==> config.mk <==
export PLATFORM = sky130hd
export DESIGN_NAME = fifo_sdp_fwft
export DESIGN_NICKNAME = d
export VERILOG_FILES = /design/src/rtl/fifo_pkg.sv /design/src/rtl/sdp_ram_reg.sv /design/src/rtl/fifo_sdp_fwft.sv
export SDC_FILE = /design/constraint.sdc
export NUM_CORES = 2
export LEC_CHECK = 0
export CAP_MARGIN = 20
export CORE_MARGIN = 3
export CORE_UTILIZATION = 32
export CTS_CLUSTER_SIZE = 28
export DETAILED_ROUTE_END_ITERATION = 6
export PLACE_DENSITY = 0.57
export SLEW_MARGIN = 15
export SYNTH_ARGS = -nofsm -noshare
export SYNTH_HDL_FRONTEND = slang
export SYNTH_SLANG_ARGS = --single-unit
==> constraint.sdc <==
create_clock -name clk -period 4.31 [get_ports clk]
set_input_delay 0.431 -clock clk [delete_from_list [all_inputs] [get_ports clk]]
set_output_delay 0.431 -clock clk [all_outputs]
set_load 0.03 [all_outputs]
==> src/rtl/fifo_pkg.sv <==
// Shared FIFO definitions: address/level sizing helpers and flag polarity,
// common to every FIFO variant in the library.
package fifo_pkg;

  localparam logic FLAG_ON  = 1'b1;
  localparam logic FLAG_OFF = 1'b0;

  function automatic int unsigned log2_ceil(input int unsigned value);
    int unsigned width;
    width = 0;
    for (int unsigned i = 1; i < value; i = i << 1) begin
      width++;
    end
    return width;
  endfunction

  // Level counters need one extra bit so that "exactly DEPTH" is representable.
  function automatic int unsigned level_width(input int unsigned depth);
    return log2_ceil(depth) + 1;
  endfunction

endpackage

==> src/rtl/sdp_ram_reg.sv <==
// Simple dual-port RAM: one write port, one registered read port with
// read-enable. The read register holds its value while re_i is low.
module sdp_ram_reg
  import fifo_pkg::*;
#(
  parameter  int unsigned DATA_WIDTH = 8,
  parameter  int unsigned DEPTH      = 256,
  localparam int unsigned AW         = log2_ceil(DEPTH)
) (
  input  logic                  clk,
  input  logic                  we_i,
  input  logic [AW-1:0]         waddr_i,
  input  logic [DATA_WIDTH-1:0] wdata_i,
  input  logic                  re_i,
  input  logic [AW-1:0]         raddr_i,
  output logic [DATA_WIDTH-1:0] rdata_o
);

  logic [DATA_WIDTH-1:0] mem_q [DEPTH];
  logic [DATA_WIDTH-1:0] rdata_q;

  always_ff @(posedge clk) begin
    if (we_i) begin
      mem_q[waddr_i] <= wdata_i;
    end
  end

  always_ff @(posedge clk) begin
    if (re_i) begin
      rdata_q <= mem_q[raddr_i];
    end
  end

  assign rdata_o = rdata_q;

endmodule

==> src/rtl/fifo_sdp_fwft.sv <==
// First-word-fall-through FIFO over a registered-read SDP RAM, with a
// two-stage prefetch (RAM read register, output register), level and flags.
module fifo_sdp_fwft
  import fifo_pkg::*;
#(
  parameter  int unsigned DEPTH      = 256,
  parameter  int unsigned DATA_WIDTH = 8,
  localparam int unsigned AW         = log2_ceil(DEPTH),
  localparam int unsigned LW         = level_width(DEPTH)
) (
  input  logic                  clk,
  input  logic                  reset,
  input  logic                  flush,
  input  logic                  in_valid,
  output logic                  in_ready,
  input  logic [DATA_WIDTH-1:0] in_data,
  output logic                  out_valid,
  input  logic                  out_ready,
  output logic [DATA_WIDTH-1:0] out_data,
  input  logic [LW-1:0]         af_level,
  input  logic [LW-1:0]         ae_level,
  output logic [LW-1:0]         level,
  output logic                  almost_full,
  output logic                  almost_empty
);

  localparam logic [LW-1:0] FULL_LEVEL = LW'(DEPTH);

  logic                  reset_q;
  logic [AW-1:0]         wr_ptr_q, wr_ptr_d;
  logic [AW-1:0]         rd_ptr_q, rd_ptr_d;
  logic [LW-1:0]         level_q, level_d;
  logic                  s1_valid_q, s1_valid_d;
  logic                  out_valid_q, out_valid_d;
  logic [DATA_WIDTH-1:0] out_data_q, out_data_d;
  logic [DATA_WIDTH-1:0] ram_rdata;
  logic [LW-1:0]         ram_cnt;
  logic                  accept;
  logic                  pop;
  logic                  out_load;
  logic                  ram_re;

  sdp_ram_reg #(
    .DATA_WIDTH(DATA_WIDTH),
    .DEPTH     (DEPTH)
  ) u_ram (
    .clk    (clk),
    .we_i   (accept),
    .waddr_i(wr_ptr_q),
    .wdata_i(in_data),
    .re_i   (ram_re),
    .raddr_i(rd_ptr_q),
    .rdata_o(ram_rdata)
  );

  always_comb begin
    in_ready = !reset_q && !flush && (level_q != FULL_LEVEL);
    accept   = in_valid && in_ready;
    pop      = out_valid_q && out_ready && !flush;

    // Words still sitting in RAM: total held minus those already prefetched.
    // A read is only issued when the read register will be free next edge,
    // so that register doubles as the skid stage.
    ram_cnt  = level_q - LW'(s1_valid_q) - LW'(out_valid_q);
    out_load = s1_valid_q && (!out_valid_q || pop);
    ram_re   = (ram_cnt != '0) && (!s1_valid_q || out_load) && !flush;

    wr_ptr_d    = wr_ptr_q + AW'(accept);
    rd_ptr_d    = rd_ptr_q + AW'(ram_re);
    s1_valid_d  = ram_re || (s1_valid_q && !out_load);
    out_valid_d = out_load || (out_valid_q && !pop);
    out_data_d  = out_load ? ram_rdata : out_data_q;

    level_d = level_q;
    if (accept && !pop) begin
      level_d = level_q + LW'(1);
    end else if (pop && !accept) begin
      level_d = level_q - LW'(1);
    end

    if (flush) begin
      wr_ptr_d    = '0;
      rd_ptr_d    = '0;
      level_d     = '0;
      s1_valid_d  = 1'b0;
      out_valid_d = 1'b0;
    end
  end

  always_ff @(posedge clk) begin
    if (reset) begin
      reset_q     <= 1'b1;
      wr_ptr_q    <= '0;
      rd_ptr_q    <= '0;
      level_q     <= '0;
      s1_valid_q  <= 1'b0;
      out_valid_q <= 1'b0;
      out_data_q  <= '0;
    end else begin
      reset_q     <= 1'b0;
      wr_ptr_q    <= wr_ptr_d;
      rd_ptr_q    <= rd_ptr_d;
      level_q     <= level_d;
      s1_valid_q  <= s1_valid_d;
      out_valid_q <= out_valid_d;
      out_data_q  <= out_data_d;
    end
  end

  always_comb begin
    out_valid    = out_valid_q;
    out_data     = out_data_q;
    level        = level_q;
    almost_full  = (level_q >= af_level) ? FLAG_ON : FLAG_OFF;
    almost_empty = (level_q <= ae_level) ? FLAG_ON : FLAG_OFF;
  end

endmodule

==> impl_summary.md <==
Run status
The run finished with clean final reports.

Drt
The DRC violation total after the first TritonRoute iteration is ~4,700. After detailed routing, the total wire length is 225,000 µm. The number of DRC violations after detailed routing is 0.

The number of detailed-routing iterations run before antenna repair is 6. The total via count in the routed design is 42,100. After detailed routing, the average wire length per cell comes to ~28 µm. The count of nets left with antenna violations once routing finished came out at 0. The mean number of vias per cell is 5.28.

Floorplanning
The floorplan step set the die width to approximately 510 µm. Once the floorplan was initialized, standard cells occupied 32.2% of the core. The overall die area is 263,000 µm².

The area of the core is 255,000 µm². The initialized floorplan defines approximately 190 standard-cell rows. The floorplan die height is ~510 µm. 52 I/O pins were placed.

Global route
The layer flagged by global routing as most heavily used is met2. The via count of the first global-routing pass came to roughly 42,000. In the global route stage, overall resource usage came out at 16.8%. The number of antenna violations at the first check in global routing is 11. The met2 track utilization from global routing is a little over a quarter.

The largest net degree at the start of global routing is about 140. The routing usage on met3 is ~2.9%. The first-pass GRT wire length is ~320,000 µm. For this run the aggregate overflow at the end of global routing stands at 0. The met1 track demand over resource is between 20% and 30%.

Timing
At the pin with the least slew margin, the transition time is roughly 1.2 ns. The worst path uses between 90% and 100% of the clock period. The relative slew slack is a little under a quarter. The worst-case hold slack is just under 0.1 ns.

Setup repair after global routing left no endpoint under its margin. After routing, the total negative slack on setup checks comes to 0 ns. The total of endpoints with negative setup slack in the final report is 0. The final max-slew violation count is 0. The top achievable clock speed is 249 MHz. The number of failing hold endpoints at the final stage is 0. The setup clock skew after layout is 0.0443 ns.

The final worst slack is 0.292 ns. Counting I/O delays and the setup requirement, the final critical path takes ~4 ns.

Synth
In this run, synthesis inferred between 2,000 and 2,500 flip-flops with an integrated enable. The flip-flop and latch count after synthesis is ~2,100. The total nets after synthesis is roughly 4,100. The post-synthesis adder-cell area fraction is less than 1%. The number of unique standard cell types used by synthesis is 71.

Of the total synthesized cell area, the portion taken by XOR and XNOR cells is less than 1%. After technology mapping, the gate count stands at around 4,000. The synthesized-area fraction occupied by ao, oa, aoi and oai cells is under 10%. The number of warnings reported in the yosys synthesis log is 0. Summing every instance area after synthesis gives a little over 80,000 µm². Among all flip-flop cells after synthesis, the most frequent one is edfxtp_1. After synthesis, the largest family of logic cells by area is multiplexers. The average cell area after synthesis is around 20 µm².

After synthesis, the share of flip-flops with an asynchronous set or reset is 0%. The share of synthesized area occupied by flip-flops and latches is 76.1%. Summing the areas of all and, or, nand and nor instances in the mapped netlist gives roughly 2.6% of the synthesized area. In the synthesized netlist, mux cells make up 14.7% of the area.

Cells and area
At the end of the flow, the number of nets in the layout was ~4,500. The area growth from synthesis to layout is 16.6%. The finished layout holds 7,979 standard cells, fillers aside. The fraction of layout instances using a drive strength above 1 is between 20% and 30%.

Placement
The final weighted congestion of routability-driven global placement is about 0.84. Prior to clock tree synthesis, the placed netlist has a worst setup slack of around 0.32 ns. The number of input and output port buffers inserted is between 50 and 60. The instance count after placement with tap cells included is between 7,000 and 8,000. The HPWL after detailed placement is between 100,000 and 150,000 µm.

Clock network
The total CTS buffers is around 210. The number of setup buffers added after CTS is 0. CTS placed an instance of clkbuf_16 at the clock tree root.

The post-cts resize count is 0. The clock slew at the register clock pins of the worst setup and hold paths is about 0.060 ns. Clock latency on the worst-skew pair, taken at its later pin, is 0.85 ns. The maximum clock path buffer count is 3.

The maximum level of the CTS H-tree is 4. TritonCTS built the clock tree. After clock tree synthesis, the flow added hold-fix buffers numbering 0. The TritonCTS sink count is 2,092.

Critical path
In this run the critical register-to-register path is captured at u_ram.rdata_o[7]. Tracing the worst setup path back leads to its startpoint at level[0]. STA classifies the critical path endpoint as an output pin.

The highest fanout seen on the critical path is 6. For the worst setup path, the data required time is roughly 3.9 ns. By startpoint and endpoint, the worst setup path is classified as flop to output pin. The worst setup path is launched from a flop. Following the worst setup path forward leads to its endpoint at almost_full. The cell count of the worst reg-to-reg path is 7.

Setup slack on the worst reg-to-reg path comes out at between 0.5 and 0.6 ns. STA puts the critical path data arrival time at between 3 and 4 ns. In this run the critical register-to-register path is launched from rd_ptr_q[0].

Flow run
The max-capacitance violation count is 0.

Power
The static power due to leakage is ~30 nW. The power density over the cells is between 400 and 500 nW/µm². Across the VDD grid, the largest voltage drop is about 0.39 mV.

Worst hold path
The min-delay analysis places its worst path in the category input port to flop.
## sequential cells by signal (all words and copies together) (netlist names)
signal / cells
level: 9
out_valid: 1
u_ram.mem_q: 2048
out_data: 8
u_ram.rdata_o: 8
reset_q: 1
rd_ptr_q: 8
s1_valid_q: 1
wr_ptr_q: 8
## worst max-delay path: stages, from the launching register on
cell and delay, ns:
dfxtp_1 0.47, inv_1 0.15, ha_1 0.28, nand2b_1 0.13, a21o_1 0.17, a21o_1 0.17
a21o_1 0.20, a211o_1 0.29, a21oi_1 0.11, o21ai_0 0.15, clkdlybuf4s50_1 0.62
## cells by family after synthesis
kind of cell / Yosys count
mux: 644
simple gates: 507
fa+ha+maj: 35
xor+xnor: 19
flops: 2092
buf+inv: 267
compound gates: 441
## metrics by stage
stage                     area, µm²  utilization [%]  power [mW]
after detailed placement      88800             34.9        24.8
after global routing          95700             37.6        43.8
after floorplan               82100                -        24.0
final                         95700             37.6        42.5
after CTS                     95700             37.6        42.9
after global placement        88800             34.9        24.7
## metal layers
layer  vias to the layer above  part of all wire, %
met1                     22500                   42
met5                         -                    0
met2                      1742                   47
li1                      17500                    -
met3                       360                  7.4
met4                         0                  3.4
## layout by cell type (no fill, tap or decap), types with 43 or more instances in the layout
master,n
mux2i_1,199
clkinv_1,56
clkdlybuf4s50_1,43
nor2_1,312
edfxtp_1,2056
mux4_2,410
a22oi_1,91
clkbuf_16,212
a21oi_1,102
o21ai_0,45
buf_4,372
a221oi_1,51
nand2_1,87
## cell type report
cell class / count / area (µm²)
Timing Repair Buffer: 458 / 4030
Clock inverter: 144 / 1450
Antenna cell: 1 / 2.50
Tap cell: 3366 / 4210
Fill cell: 23000 / 159000
Clock buffer: 243 / 5450
Sequential cell: 2092 / 62500
Multi-Input combinational cell: 1646 / 18000
Inverter: 29 / 111
## Yosys cell counts (4+ instances only)
| cell type | number | share of area [%] |
|---|---|---|
| a311oi_1 | 6 | 0.064 |
| xnor2_1 | 12 | 0.13 |
| nand2b_1 | 4 | 0.030 |
| nand2_1 | 87 | 0.40 |
| a211oi_1 | 19 | 0.17 |
| nor2_1 | 314 | 1.4 |
| a211o_1 | 4 | 0.043 |
| nor2b_1 | 16 | 0.12 |
| o31ai_1 | 7 | 0.064 |
| mux4_2 | 410 | 11 |
| a22o_1 | 15 | 0.16 |
| a221oi_1 | 51 | 0.54 |
| buf_6 | 22 | 0.30 |
| a21oi_1 | 102 | 0.62 |
| o211ai_1 | 4 | 0.037 |
| and2_1 | 11 | 0.084 |
| mux2i_1 | 199 | 2.4 |
| nor3_1 | 15 | 0.091 |
| edfxtp_1 | 2056 | 75 |
| a221oi_2 | 7 | 0.13 |
| xor2_1 | 7 | 0.075 |
| mux2_2 | 4 | 0.055 |
| ha_1 | 33 | 0.50 |
| a21o_1 | 5 | 0.046 |
| buf_12 | 12 | 0.29 |
| a31oi_1 | 8 | 0.061 |
| a22oi_1 | 91 | 0.83 |
| and3_1 | 4 | 0.030 |
| o221ai_1 | 18 | 0.19 |
| buf_8 | 17 | 0.31 |
| o21a_1 | 8 | 0.073 |
| dfxtp_1 | 36 | 0.88 |
| buf_4 | 17 | 0.16 |
| mux4_1 | 31 | 0.99 |
| inv_1 | 27 | 0.12 |
| buf_1 | 23 | 0.11 |
| nand4_1 | 7 | 0.053 |
| nand3_1 | 24 | 0.15 |
| o22ai_1 | 25 | 0.19 |
| nand3b_1 | 4 | 0.037 |
| o21ai_0 | 45 | 0.27 |
| nor4_1 | 9 | 0.069 |
| buf_2 | 44 | 0.27 |
| clkbuf_1 | 102 | 0.47 |
## power by group
group / leakage [nW] / internal [mW] / switching, mW
sequential: 18.8 / 22.4 / 0.0576
combinational: 7.48 / 0.800 / 1.08
clock: 3.34 / 10.5 / 7.78
total: 29.6 / 33.6 / 8.91
## worst min-delay path by stage
| stage | start | end | slack, ns | cells past startpoint |
|---|---|---|---|---|
| after floorplan | u_ram.rdata_o[0] | out_data[0] | 0.46 | 2 |
| after global placement | out_data[7] | out_data[7] | 0.48 | 2 |
| after detailed placement | out_data[4] | out_data[4] | 0.49 | 2 |
| after CTS | in_data[7] | u_ram.mem_q[68][7] | 0.04 | 1 |
| after global routing | in_data[7] | u_ram.mem_q[66][7] | 0.08 | 1 |
| final | in_data[7] | u_ram.mem_q[110][7] | 0.1 | 1 |
No activity file was read; power rests on OpenSTA's default activity.
